--- src/rtl/div_pkg.sv ---
// Shared constants and types for the sequential restoring divider.
package div_pkg;
  localparam int DEF_WIDTH = 4;
  localparam int ITER      = 2 * DEF_WIDTH;

  typedef enum logic [1:0] {IDLE, CALC, DONE} state_t;

  // Sliced down to 2*WIDTH by the user; all ones for any width.
  localparam logic [63:0] DBZ_QUOT = '1;
endpackage

--- src/rtl/div_step.sv ---
// One combinational restoring-division iteration: shift in a dividend bit, trial-subtract.
module div_step #(
  parameter int WIDTH = 4
) (
  input  logic [WIDTH:0]   rem_in,
  input  logic             bit_in,
  input  logic [WIDTH-1:0] divisor,
  output logic [WIDTH:0]   rem_out,
  output logic             q_bit
);
  localparam int RW = WIDTH + 1;

  logic [WIDTH+1:0] trial;
  logic [WIDTH+1:0] dsr_x;

  assign trial   = {rem_in, bit_in};
  assign dsr_x   = {2'b00, divisor};
  assign q_bit   = (trial >= dsr_x);
  // Remainder stays below the divisor, so the top bit is always zero here.
  assign rem_out = RW'(q_bit ? (trial - dsr_x) : trial);
endmodule

--- src/rtl/seq_divider.sv ---
// Sequential 2W/W restoring divider: one quotient bit per cycle, valid/ready on both sides.
module seq_divider
  import div_pkg::*;
#(
  parameter int WIDTH      = DEF_WIDTH,
  parameter bit CONST_TIME = 1'b0
) (
  input  logic               clk,
  input  logic               rst,
  input  logic               in_valid,
  output logic               in_ready,
  input  logic [2*WIDTH-1:0] in_dividend,
  input  logic [WIDTH-1:0]   in_divisor,
  output logic               out_valid,
  input  logic               out_ready,
  output logic [2*WIDTH-1:0] out_quotient,
  output logic [WIDTH-1:0]   out_remainder,
  output logic               out_div_by_zero
);
  localparam int CW = $clog2(2 * WIDTH);

  state_t             state;
  logic [CW-1:0]      cnt;
  logic [WIDTH:0]     rem;
  logic [2*WIDTH-1:0] dvd;
  logic [WIDTH-1:0]   dsr;
  logic [2*WIDTH-2:0] quot;

  logic [WIDTH:0]     step_rem;
  logic               step_q;

  div_step #(.WIDTH(WIDTH)) u_step (
    .rem_in  (rem),
    .bit_in  (dvd[2*WIDTH-1]),
    .divisor (dsr),
    .rem_out (step_rem),
    .q_bit   (step_q)
  );

  always_ff @(posedge clk or posedge rst) begin
    if (rst) begin
      state           <= IDLE;
      cnt             <= '0;
      in_ready        <= 1'b1;
      out_valid       <= 1'b0;
      out_quotient    <= '0;
      out_remainder   <= '0;
      out_div_by_zero <= 1'b0;
      rem             <= '0;
      dvd             <= '0;
      dsr             <= '0;
      quot            <= '0;
    end else begin
      case (state)
        IDLE: if (in_valid && in_ready) begin
          dvd      <= in_dividend;
          dsr      <= in_divisor;
          rem      <= '0;
          quot     <= '0;
          cnt      <= '0;
          in_ready <= 1'b0;
          if (!CONST_TIME && (in_dividend == '0 || in_divisor == '0)) begin
            state           <= DONE;
            out_valid       <= 1'b1;
            out_div_by_zero <= (in_divisor == '0);
            out_quotient    <= (in_divisor == '0) ? DBZ_QUOT[2*WIDTH-1:0] : '0;
            out_remainder   <= (in_divisor == '0) ? in_dividend[WIDTH-1:0] : '0;
          end else begin
            state <= CALC;
          end
        end
        CALC: begin
          rem  <= step_rem;
          quot <= {quot[2*WIDTH-3:0], step_q};
          dvd  <= {dvd[2*WIDTH-2:0], 1'b0};
          cnt  <= cnt + 1'b1;
          if (cnt == CW'(2 * WIDTH - 1)) begin
            state           <= DONE;
            cnt             <= '0;
            out_valid       <= 1'b1;
            out_div_by_zero <= (dsr == '0);
            out_quotient    <= (dsr == '0) ? DBZ_QUOT[2*WIDTH-1:0] : {quot, step_q};
            // A zero divisor leaves the low dividend bits in the remainder naturally.
            out_remainder   <= step_rem[WIDTH-1:0];
          end
        end
        DONE: if (out_ready) begin
          state     <= IDLE;
          out_valid <= 1'b0;
          in_ready  <= 1'b1;
        end
        default: state <= IDLE;
      endcase
    end
  end
endmodule
--- config.mk ---
export PLATFORM = sky130hd
export DESIGN_NAME = seq_divider
export DESIGN_NICKNAME = d
export VERILOG_FILES = /design/src/rtl/div_pkg.sv /design/src/rtl/div_step.sv /design/src/rtl/seq_divider.sv
export SDC_FILE = /design/constraint.sdc
export NUM_CORES = 1
export LEC_CHECK = 0
export CAP_MARGIN = 40
export CELL_PAD_IN_SITES_DETAIL_PLACEMENT = 1
export CELL_PAD_IN_SITES_GLOBAL_PLACEMENT = 1
export CORE_ASPECT_RATIO = 2
export CORE_MARGIN = 2
export CORE_UTILIZATION = 42
export CTS_CLUSTER_SIZE = 40
export DETAILED_ROUTE_END_ITERATION = 7
export GPL_ROUTABILITY_DRIVEN = 0
export PLACE_DENSITY_LB_ADDON = 0.1
export SLEW_MARGIN = 10
export SYNTH_ARGS = -nofsm -noshare
export SYNTH_HDL_FRONTEND = slang
export SYNTH_SLANG_ARGS = --single-unit
--- constraint.sdc ---
create_clock -name clk -period 2.67 [get_ports clk]
set_input_delay 0.801 -clock clk [delete_from_list [all_inputs] [get_ports clk]]
set_output_delay 0.801 -clock clk [all_outputs]
set_load 0.05 [all_outputs]
# [Word-level counts from Yosys, hierarchy flattened]
# Cells that the tools add are included.
[word_totals] ff_bits=44 in_bits=16 output_inout_bits=15 word_cells=74
[classes] add_sub_neg=2 order_cmp=1 n_eq_ne=7 mux=38 reduce_logical=15
[ops] cell="$mux W8" n=6
[ops] cell="$pmux W8 S2" n=2
[ops] cell="$mux W4" n=4
[ops] cell="$pmux W7 S2" n=1
[ops] cell="$mux W5" n=2
[ops] cell="$pmux W5 S2" n=1
[ops] cell="$mux W1" n=9
[ops] cell="$logic_not A4 Y1" n=2
[ops] cell="$logic_not A8 Y1" n=1
[ops] cell="$mux W2" n=4
[ops] cell="$ne A2 B2 Y1 const B" n=4
[ops] cell="$pmux W4 S2" n=1
[ops] cell="$mux W7" n=1
[ops] cell="$ge A6 B4 Y1" n=1
[ops] cell="$mux W3" n=2
[ops] cell="$pmux W2 S3" n=1
[ops] cell="$pmux W3 S2" n=1
[ops] cell="$reduce_and A3 Y1" n=2
[ops] cell="$reduce_and A5 Y1" n=1
[ops] cell="$sub A5 B4 Y5" n=1
[ops] cell="$pmux W1 S2" n=2
[ops] cell="$reduce_and A2 Y1" n=2
[ops] cell="$reduce_and A4 Y1" n=1
[ops] cell="$reduce_bool A2 Y1" n=2
[ops] cell="other kinds (9)" n=9

# [Longest topological paths before layout]
# Gate-level depths: netlist of run 1.
[logic_depth] word_depth=5 ltp_mapped=8 mapped_depth_nobuf=8

# [Hierarchy]
# A second synthesis of run 1 with hierarchy kept.
[unflattened] hier_cells=195 hier_area_um2=2182.1
[modules_own_cells] module="seq_divider" n_inst=1 cells_per_inst=166 area_each_um2=1948.1 seq_area_each_um2=1102.3
[modules_own_cells] module="div_step" n_inst=1 cells_per_inst=29 area_each_um2=234.0 seq_area_each_um2=0.0

# [Least setup slack after synthesis of run 1]
# Ideal clock, no wire load.
[synth_path] path_kind="flip-flop to flip-flop" from="register dvd[7]" to="register out_remainder[1]" setup_ns=0.082 arrival_ns=2.184 required_ns=2.588 setup_slack_ns=0.404 path_stages_with_launch=9 path_buffers=0 period_less_slack_ns=2.266 cell_sequence="dfrtp_1 > inv_1 > ha_1 > inv_1 > fa_1 > a21o_1 > a2111oi_4 > mux2_2 > a31oi_1"
[synth_via] elab_chain_len=4 word_cells_on_any_way=5 classes_between="add/sub (1); order compare (1); mux (3)"
[synth_rtl] item="start: declaration" line="seq_divider.sv:25" text="logic [2*WIDTH-1:0] dvd;"
[synth_rtl] item="start signal: assignment" line="seq_divider.sv:56" text="dvd <= in_dividend;"
[synth_rtl] item="start signal: assignment" line="seq_divider.sv:75" text="dvd <= {dvd[2*WIDTH-2:0], 1'b0};"
[synth_rtl] item="$sub A5 B4 Y5 or $ge A6 B4 Y1 (tied branches)" line="div_step.sv:20, div_step.sv:18"
[synth_rtl] item="$mux W5 (*)" line="div_step.sv:20" text="assign rem_out = RW'(q_bit ? (trial - dsr_x) : trial);"
[synth_rtl] item="$mux W4 (*)" line="seq_divider.sv:77" text="if (cnt == CW'(2 * WIDTH - 1)) begin"
[synth_rtl] item="$pmux W4 S2 (*)" line="seq_divider.sv:54" text="case (state)"
[synth_rtl] item="end signal: assignment" line="seq_divider.sv:67" text="out_remainder <= (in_divisor == '0) ? in_dividend[WIDTH-1:0] : '0;"
[synth_rtl] item="end signal: assignment" line="seq_divider.sv:84" text="out_remainder <= step_rem[WIDTH-1:0];"
[synth_rtl] item="end: declaration" line="seq_divider.sv:17" text="output logic [WIDTH-1:0] out_remainder,"
# Mark *: on every way between the ends. The rest lies on a longest branch, timed or not. The select of a mux whose other input is x is not followed.
# A chain may end at the register's enable or synchronous reset.

# [Final worst setup path of run 1]
[layout_path] from="register in_ready" to="output in_ready"
[layout_lines] item="start: declaration" line="seq_divider.sv:11" text="output logic in_ready,"
[layout_lines] item="start signal: assignment" line="seq_divider.sv:44" text="in_ready <= 1'b1;"
[layout_lines] item="start signal: assignment" line="seq_divider.sv:61" text="in_ready <= 1'b0;"
[layout_lines] item="start signal: assignment" line="seq_divider.sv:90" text="in_ready <= 1'b1;"
# No word-level cell between the ends.

==> results.yml, run 1 <==
power:
  p_leak_uw: 0.00122
  switchingPower_uw: 1270
  ir_worst_vdd_v: 0.000686
  internal_power_uw: 1750
  p_total_uw: 3010
  swShare_pct: 42.0
  seq_power_share_pct: 36.0
  share_comb_of_total_power_pct: 47.1
  p_per_area_nw_per_um2: 1130
  power_frac_clock_pct: 16.9
clock_tree:
  cts.path.max_buffers: 2
  clk_pin_slew_ns: 0.08
  cts_made_buffers: 5
  cts_tree: "done"
  clock_sinks: 44
  cts_root_buf: "clkbuf_8"
  cts_htree_levels: 2
  insertion_delay_ns: 0.30
  postCtsSetupBuffers: 0
  cts-resized-gates: 0
  hold_buffers: 0
setup_path:
  cp-end-kind: "output pin"
  start_kind: "register"
  cp.required_ns: 1.87
  path_delay_family: "buffers and inverters"
  crit_fanout: 6
  crit_start: "in_ready"
  path_class: "reg2out"
  critPathMaxStageDelay_ns: 0.81
  cp.arrival_ns: 1.69
  worst-path-buf-inv: 1
  reg2reg_from: "dvd[7]"
  cpMaxStageDelayCell: "clkdlybuf4s50_1"
  path_cells: "clkdlybuf4s50_1"
final_layout:
  final_cell_mix: "nand2_1, dfrtp_1, clkdlybuf4s50_1"
  final_common_cell: "nand2_1"
  n_antenna_cell: 0
  final_nets: 268
  layout.cells.non_filler: 303
  nFillCells: 553
  drive_gt1_share_pct: 11.4
  syn2layout_area_growth_pct: 24.8
routing:
  detail_route.wl_per_cell_um: 19.1
  drc: 0
  drt-total-wl_mm: 5.80
  drtAntennaViolNets: 0
  dr_total_vias: 1731
  viasPerCell: 5.71
  firstDrtPassIters: 4
  drtIter0Drc: 39
global_route:
  grt_pass1_wl_mm: 9.58
  track_usage_pct: 23.3
  grt-ovfl-total: 0
  grt_max_degree: 27
  grt_pass1_vias: 1958
  antenna_found_initial: 0
yosys:
  synth_edf_count: 0
  synth_top_family_by_area: "compound AO/OA/AOI/OAI gates"
  ys_top_cells_by_area: "dfrtp_1, nand2_1, ha_1, a2bb2oi_1, mux2i_1"
  syn_nets: 231
  yosysUniqueCellTypes: 44
  synth-main-ff-cell: "dfrtp_1"
  synth_cells: 208
  synthAdderAreaFrac_pct: 4.45
  yosysTopAreaCell: "dfrtp_1"
  syn_area_per_cell_sq_um: 10.3
  synth_top_cell_area_share_pct: 50.4
  netlist_area_sq_um: 2130
  synthMuxAreaShare_pct: 4.92
  synth_seq_cells: 44
  yosys.area_share.xor_xnor_pct: 0.410
  synth-simple-area-share_pct: 15.7
  async_flop_share_pct: 100
  synth_compound_area_share_pct: 19.2
  yosysSeqAreaShare_pct: 51.6
  yosysWarnings: 0
timing:
  post-route-min-period_ns: 2.49
  setup_viol: 0
  final_max_slew_viol_count: 0
  setup_slack_ns: 0.177
  hold_violations: 0
  slew_headroom_pct: 54.9
  rsz0062_at_grt: "no"
  worstMarginPinSlew_ns: 0.675
  fin_crit_sh_pct: 93.4
  final.setup.tns_ns: 0
  skew_ns: 0.00431
  fmax_mhz: 401
floorplan:
  start_util_pct: 43.9
  die_area_sq_um: 5700
  core_area_sq_um: 4860
  pin_count: 31
  rows: 36
  die_y_um: 105
  die_w_um: 54.4
place:
  port_buffers: 30
  hpwl_mm: 4.55
  dp.cells: 294
  dp_slack_ns: 0.00122
min_path:
  hold_path.class: "reg2reg"
  hold_path_startpoint: "quot[5]"
outcome:
  status: "finished, final reports clean"
flow_run:
  maxCapViolations: 0
## kinds of logic after synthesis
logic type | count (synthesis)
fa+ha+maj | 7
buf+inv | 19
simple gates | 72
flops | 44
compound gates | 55
mux | 10
xor+xnor | 1
## cell usage after synthesis (2+ instances only)
cell type   n
inv_1       8
nor2_1      7
a21oi_1     8
clkbuf_1    6
a2bb2oi_1   7
nand2_1    45
a31oi_1     3
and3_1      2
nand3_1     7
ha_1        6
buf_2       3
a21o_1      5
nor4_1      3
o21ai_0    12
a22o_1      2
mux2i_1     6
mux2_2      4
a22oi_1     6
dfrtp_1    43
## power by group through the flow
stage | logic, uW | clock network [uW] | registers [uW]
2_1_floorplan | 675 | 0 | 1360
3_3_place_gp | 1350 | 0 | 1090
3_5_place_dp | 1410 | 0 | 1100
4_1_cts | 1420 | 524 | 1090
5_1_grt | 1530 | 549 | 1120
6_report | 1420 | 510 | 1090
## path summary, 6_finish.rpt
| kind | endpoint | slack [ns] | cells past startpoint |
|---|---|---|---|
| worst max-delay path | in_ready | 0.18 | 1 |
| worst min-delay path | quot[5] | 0.48 | 2 |
| worst max register to register | out_remainder[2] | 0.21 | 9 |
| worst min register to register | quot[5] | 0.48 | 2 |
| max in group asynchronous | out_remainder[3] | 1.20 | 3 |
| min in group asynchronous | out_valid | 0.79 | 2 |
## metrics by stage
stage	cell area [sq um]	hold WS (ns)	util [%]
final	2660	0.483	54.8
after global routing	2660	0.507	54.8
after floorplan	2130	0.446	-
after CTS	2660	0.484	54.6
after global placement	2540	0.462	52.3
after detailed placement	2540	0.463	52.3
## registers in the layout, summed over array words and instances (netlist names)
| name | count |
|---|---|
| out_div_by_zero | 1 |
| cnt | 3 |
| quot | 7 |
| out_valid | 1 |
| dvd | 8 |
| in_ready | 1 |
| out_quotient | 8 |
| dsr | 4 |
| out_remainder | 4 |
| state | 2 |
| rem | 5 |
## final cells by class
cell class	count	area [sq um]	area share (%)
flip-flops and latches	44	1100	41.4
clock buffers	5	68.8	2.58
inverters	8	30.0	1.13
clock inverters	3	42.5	1.60
repair buffers	41	395	14.8
multi-input cells	145	953	35.8
well taps	57	71.3	2.68
## layer usage
layer  share of wire (%)  vias up  GRT usage, %
li1                    -      812             -
met1                  37      878          25.7
met2                  59       32          42.1
met3                 3.2        9          4.00
met4                 1.5        0          7.68
met5                   0        -             0
Note: power is estimated with default switching activity, not from simulation.
==> run 2, diff against run 1 <==
CAP_MARGIN = default   (was 40)
CORE_MARGIN = default   (was 2)
CORE_UTILIZATION = 30   (was 42)
==> run 2 against run 1 <==
  * Sequential power about the same
  * Largest power group unchanged
  * Clock power is 37% higher
  * Global-route usage shrank 4.5 points
  * Largest cell class unchanged
  * Register-to-register slack better by 0.03 ns
  * Wire length rose by 3.5%
==> results.yml, run 2 (synthesis gave the netlist of run 1 again) <==
outcome:
  status: "finished, final reports clean"
timing:
  fin_crit_sh_pct: 93.0
  setup_viol: 0
  slew_headroom_pct: 61.3
  worstMarginPinSlew_ns: 0.566
  skew_ns: 0.00944
  rsz0062_at_grt: "no"
  fmax_mhz: 403
  post-route-min-period_ns: 2.48
  hold_violations: 0
  final_max_slew_viol_count: 0
  final.setup.tns_ns: 0
place:
  placed_cell_area_sq_um: 2680
  hpwl_mm: 4.66
  port_buffers: 30
routing:
  viasPerCell: 4.96
  dr_total_vias: 1722
  firstDrtPassIters: 4
  drtIter0Drc: 53
  drtAntennaViolNets: 0
  drt-total-wl_mm: 6.00
  drc: 0
  detail_route.wl_per_cell_um: 17.3
setup_path:
  worst-path-buf-inv: 1
  cp.arrival_ns: 1.68
  cpMaxStageDelayCell: "clkdlybuf4s50_1"
  path_class: "reg2out"
  cp.required_ns: 1.87
  cp-end-kind: "output pin"
  rrSetupSlack_ns: 0.24
  critPathMaxStageDelay_ns: 0.81
  crit_fanout: 6
  start_kind: "register"
  path_cells: "clkdlybuf4s50_1"
  path_delay_family: "buffers and inverters"
clock_tree:
  clk_pin_slew_ns: 0.06
  cts_tree: "done"
  postCtsSetupBuffers: 0
  cts.path.max_buffers: 2
  cts_htree_levels: 2
  hold_buffers: 0
  cts_made_buffers: 5
  cts_root_buf: "clkbuf_16"
  clock_sinks: 44
  insertion_delay_ns: 0.29
  cts-resized-gates: 0
final_layout:
  final_cell_area_sq_um: 2840
  final_nets: 279
  n_antenna_cell: 0
  final_cell_mix: "nand2_1, dfrtp_1, clkdlybuf4s50_1"
  final_common_cell: "nand2_1"
  drive_gt1_share_pct: 15.6
  syn2layout_area_growth_pct: 33.2
  reg.largest.list: "dvd x8, out_quotient x8, quot x7"
global_route:
  grt_pass1_wl_mm: 9.95
  track_usage_pct: 18.8
  antenna_found_initial: 0
  grt_pass1_vias: 1976
  grt_max_degree: 26
  grt-ovfl-total: 0
power:
  p_per_area_nw_per_um2: 1130
  ir_worst_vdd_v: 0.000444
  p_leak_uw: 0.00131
floorplan:
  rows: 43
  die_area_sq_um: 7480
  core_area_sq_um: 6890
  pin_count: 31
  die_w_um: 61.6
  start_util_pct: 31.0
  die_y_um: 121
min_path:
  hold_path.class: "reg2reg"
flow_run:
  maxCapViolations: 0
-- run 2: changes by cell type in the layout (fill, tap and decap cells not counted), sizes merged --
cell	delta
buf	+11
-- run 2: power breakdown --
| part | internal, uW | total (uW) | switching (uW) | leakage, uW |
|---|---|---|---|---|
| clock network | 439 | 697 | 258 | 0.0000798 |
| logic | 575 | 1430 | 859 | 0.000658 |
| registers | 918 | 1080 | 163 | 0.000571 |
-- run 2: final cells by class --
type	count	area [sq um]
inverter	8	30.0
clock inverter	3	42.5
timing repair buffer	52	478
clock buffer	5	125
fill	816	4040
multi-input combinational	145	953
sequential	44	1100
tap	90	113
-- run 2: path summary, 6_finish.rpt --
check / end / cells past startpoint / startpoint
max reg2reg: out_remainder[1] / 9 / dvd[7]
max in group asynchronous: in_ready / 3 / rst
min in group asynchronous: rem[1] / 2 / rst
max: in_ready / 1 / in_ready
min: quot[5] / 2 / quot[5]
min reg2reg: quot[5] / 2 / quot[5]
-- run 2: per-stage QoR --
step / utilization (%) / std cells / hold slack [ns] / setup WS [ns] / power, uW
after floorplan: - / 208 / 0.446 / 0.404 / 2030
after CTS: 41.3 / 347 / 0.480 / 0.184 / 3270
after global placement: 38.9 / 339 / 0.459 / 0.0716 / 2530
after detailed placement: 38.9 / 339 / 0.463 / 0.0620 / 2550
final: 41.3 / 347 / 0.475 / 0.187 / 3210
after global routing: 41.3 / 347 / 0.506 / 0.0966 / 3430
-- run 2: routing by layer --
metal,global-route usage [%],wire length (um),vias up,share of wire [%]
li1,-,-,830,-
met1,20.8,2280,857,38
met2,33.9,3470,24,58
met3,2.99,108,11,1.8
met4,7.64,146,0,2.4
met5,0,0,-,0
==> patch (settings of run 2) <==
Re-encode `state_t` (3 states) as one-hot, 3 bits wide.
--- a/src/rtl/div_pkg.sv
+++ b/src/rtl/div_pkg.sv
@@ -3,7 +3,7 @@
   localparam int DEF_WIDTH = 4;
   localparam int ITER      = 2 * DEF_WIDTH;
 
-  typedef enum logic [1:0] {IDLE, CALC, DONE} state_t;
+  typedef enum logic [2:0] {IDLE = 3'b001, CALC = 3'b010, DONE = 3'b100} state_t;
 
   // Sliced down to 2*WIDTH by the user; all ones for any width.
   localparam logic [63:0] DBZ_QUOT = '1;
Formal check against the unedited RTL: same outputs for any inputs over 10 cycles, from zero or initial values and one cycle with rst high; not proved beyond that.
==> patch against run 2 <==
Die area increased by 0.69%. Worst hold slack improved by 2.9 ps. Critical endpoint is now out_remainder[1]$_DFFE_PP0P_. Sequential cell count increased by 1. Clock skew decreased by 4.1 ps. Routed wire length decreased by 1.6%. Count of clock-buffer cells in the layout increased by 2. Cell area decreased by 0.88%. Worst setup slack got worse by 42 ps. Synthesized area increased by 0.70%. Via count decreased by 2.7%. Register-to-register slack got worse by 95 ps.
Power is not compared: it rests on default switching activity, and its combinational part moved more than twofold at a synthesized area within 25%.
==> patch: results <==
export IMPL_synth_compound_area_share_pct=18.7
export IMPL_drive_above_1_share_pct=13.1
export IMPL_ctsResizeCount=0
export IMPL_clock_latency_ps=290
export IMPL_synthTopCellsByArea="dfrtp_1 50%, nand2_1 6.1%, mux2i_1 6.1%, o21ai_0 4.9%, a22o_1 3.7%"
export IMPL_cts_root_buf="clkbuf_16"
export IMPL_synthMuxAreaShare_pct=8.15
export IMPL_htree_levels=2
export IMPL_worst_path_max_fanout=3
export IMPL_largestRegisters="dvd x8, out_quotient x8, quot x7"
export IMPL_synth_common_cells="43 x dfrtp_1, 35 x nand2_1, 21 x o21ai_0, 14 x a21oi_1, 13 x mux2i_1"
export IMPL_synth_xor_area_share_pct=0.815
export IMPL_grt_max_degree=46
export IMPL_post_synth_fa_ha_maj_area_fraction_pct=4.42
export IMPL_hp_class="reg -> reg"
export IMPL_maxSlewHeadroom_pct=65.9
export IMPL_grt_pass1_wl_um=9590
export IMPL_port_buffers=30
export IMPL_wirelength_um=5910
export IMPL_via_per_inst=4.91
export IMPL_drt_iter0_markers=71
export IMPL_cts_path_max_buffers=2
export IMPL_status="finished clean"
export IMPL_antenna_cells=0
export IMPL_ys_seq_area_share_pct=52.5
export IMPL_fin_nets=273
export IMPL_antenna_found_initial=0
export IMPL_clkTransAtPathRegs_ps=60
export IMPL_irDropWorstVdd_mv=0.219
export IMPL_synthesis_nets=233
export IMPL_dp_hpwl_um=4390
export IMPL_drtPass1Iterations=3
export IMPL_fin_skew_ps=5.34
export IMPL_p_leak_nw=1.19
export IMPL_post_place_ws_ps=11.9
export IMPL_grt_pass1_vias=1821
export IMPL_cp_arrival_ps=2700
export IMPL_yosysUniqueCellTypes=36
export IMPL_grtUsageTotal_pct=18.1
export IMPL_async_flop_share_pct=100
export IMPL_fillers=771
patch: report_power, final:
group	leakage (nW)	internal, mW	switching, mW
Sequential	0.538	0.682	0
Clock	0.0799	0.396	0.257
Combinational	0.577	0.0325	0.0304
patch: layout make-up:
type                            count  area, µm²  area share (%)
Multi-Input combinational cell    144        940            33.3
Inverter                           10       37.5            1.33
Sequential cell                    45       1130            40.0
Clock inverter                      1       5.00           0.178
Clock buffer                        7        153            5.41
Tap cell                           90        113            3.99
Timing Repair Buffer               44        443            15.7
patch: kinds of logic after synthesis:
group                    count (synthesis)
AO/OA/AOI/OAI                           62
AND/OR/NAND/NOR                         56
flip-flops                              45
buffers and inverters                   21
multiplexers                            17
adder cells (fa/ha/maj)                  7
XOR/XNOR                                 2
patch: per-layer routing:
layer	track usage [%]	vias up	routed length [µm]	share of wire (%)
met5	0	-	0	0
li1	-	813	-	-
met2	32.1	30	3370	57
met4	8.33	0	206	3.5
met1	20.0	822	2240	38
met3	2.87	10	91	1.5
patch: through the flow:
step	hold slack, ps	cell area [µm²]	std cells	utilization (%)	power (mW)
2_1_floorplan	449	2150	210	-	0.712
3_3_place_gp	461	2660	333	38.3	0.759
3_5_place_dp	469	2660	333	38.3	0.759
4_1_cts	483	2820	341	40.6	1.43
5_1_grt	514	2820	341	40.6	1.46
6_report	478	2820	341	40.6	1.40
patch: critical path, cell delays in order, from the launching register on:
cell and delay (ps):
dfrtp_1 380, inv_1 80, ha_1 160, inv_1 50, fa_1 400, a21o_2 240
a2111oi_4 450, mux2i_1 320, o21ai_1 80, mux2_2 250
patch: path summary, 6_finish.rpt:
check                                            start                      endpoint  slack [ps]  cells past startpoint
setup / recovery                    dvd[7]$_DFFE_PP0P_  out_remainder[1]$_DFFE_PP0P_         140                      9
hold / removal             out_quotient[0]$_DFFE_PP0P_   out_quotient[0]$_DFFE_PP0P_         480                      2
setup reg to reg                    dvd[7]$_DFFE_PP0P_  out_remainder[1]$_DFFE_PP0P_         140                      9
hold reg to reg            out_quotient[0]$_DFFE_PP0P_   out_quotient[0]$_DFFE_PP0P_         480                      2
max in group asynchronous                          rst          state[0]$_DFFE_PP1P_        1530                      3
min in group asynchronous                          rst  out_remainder[0]$_DFFE_PP0P_         880                      3
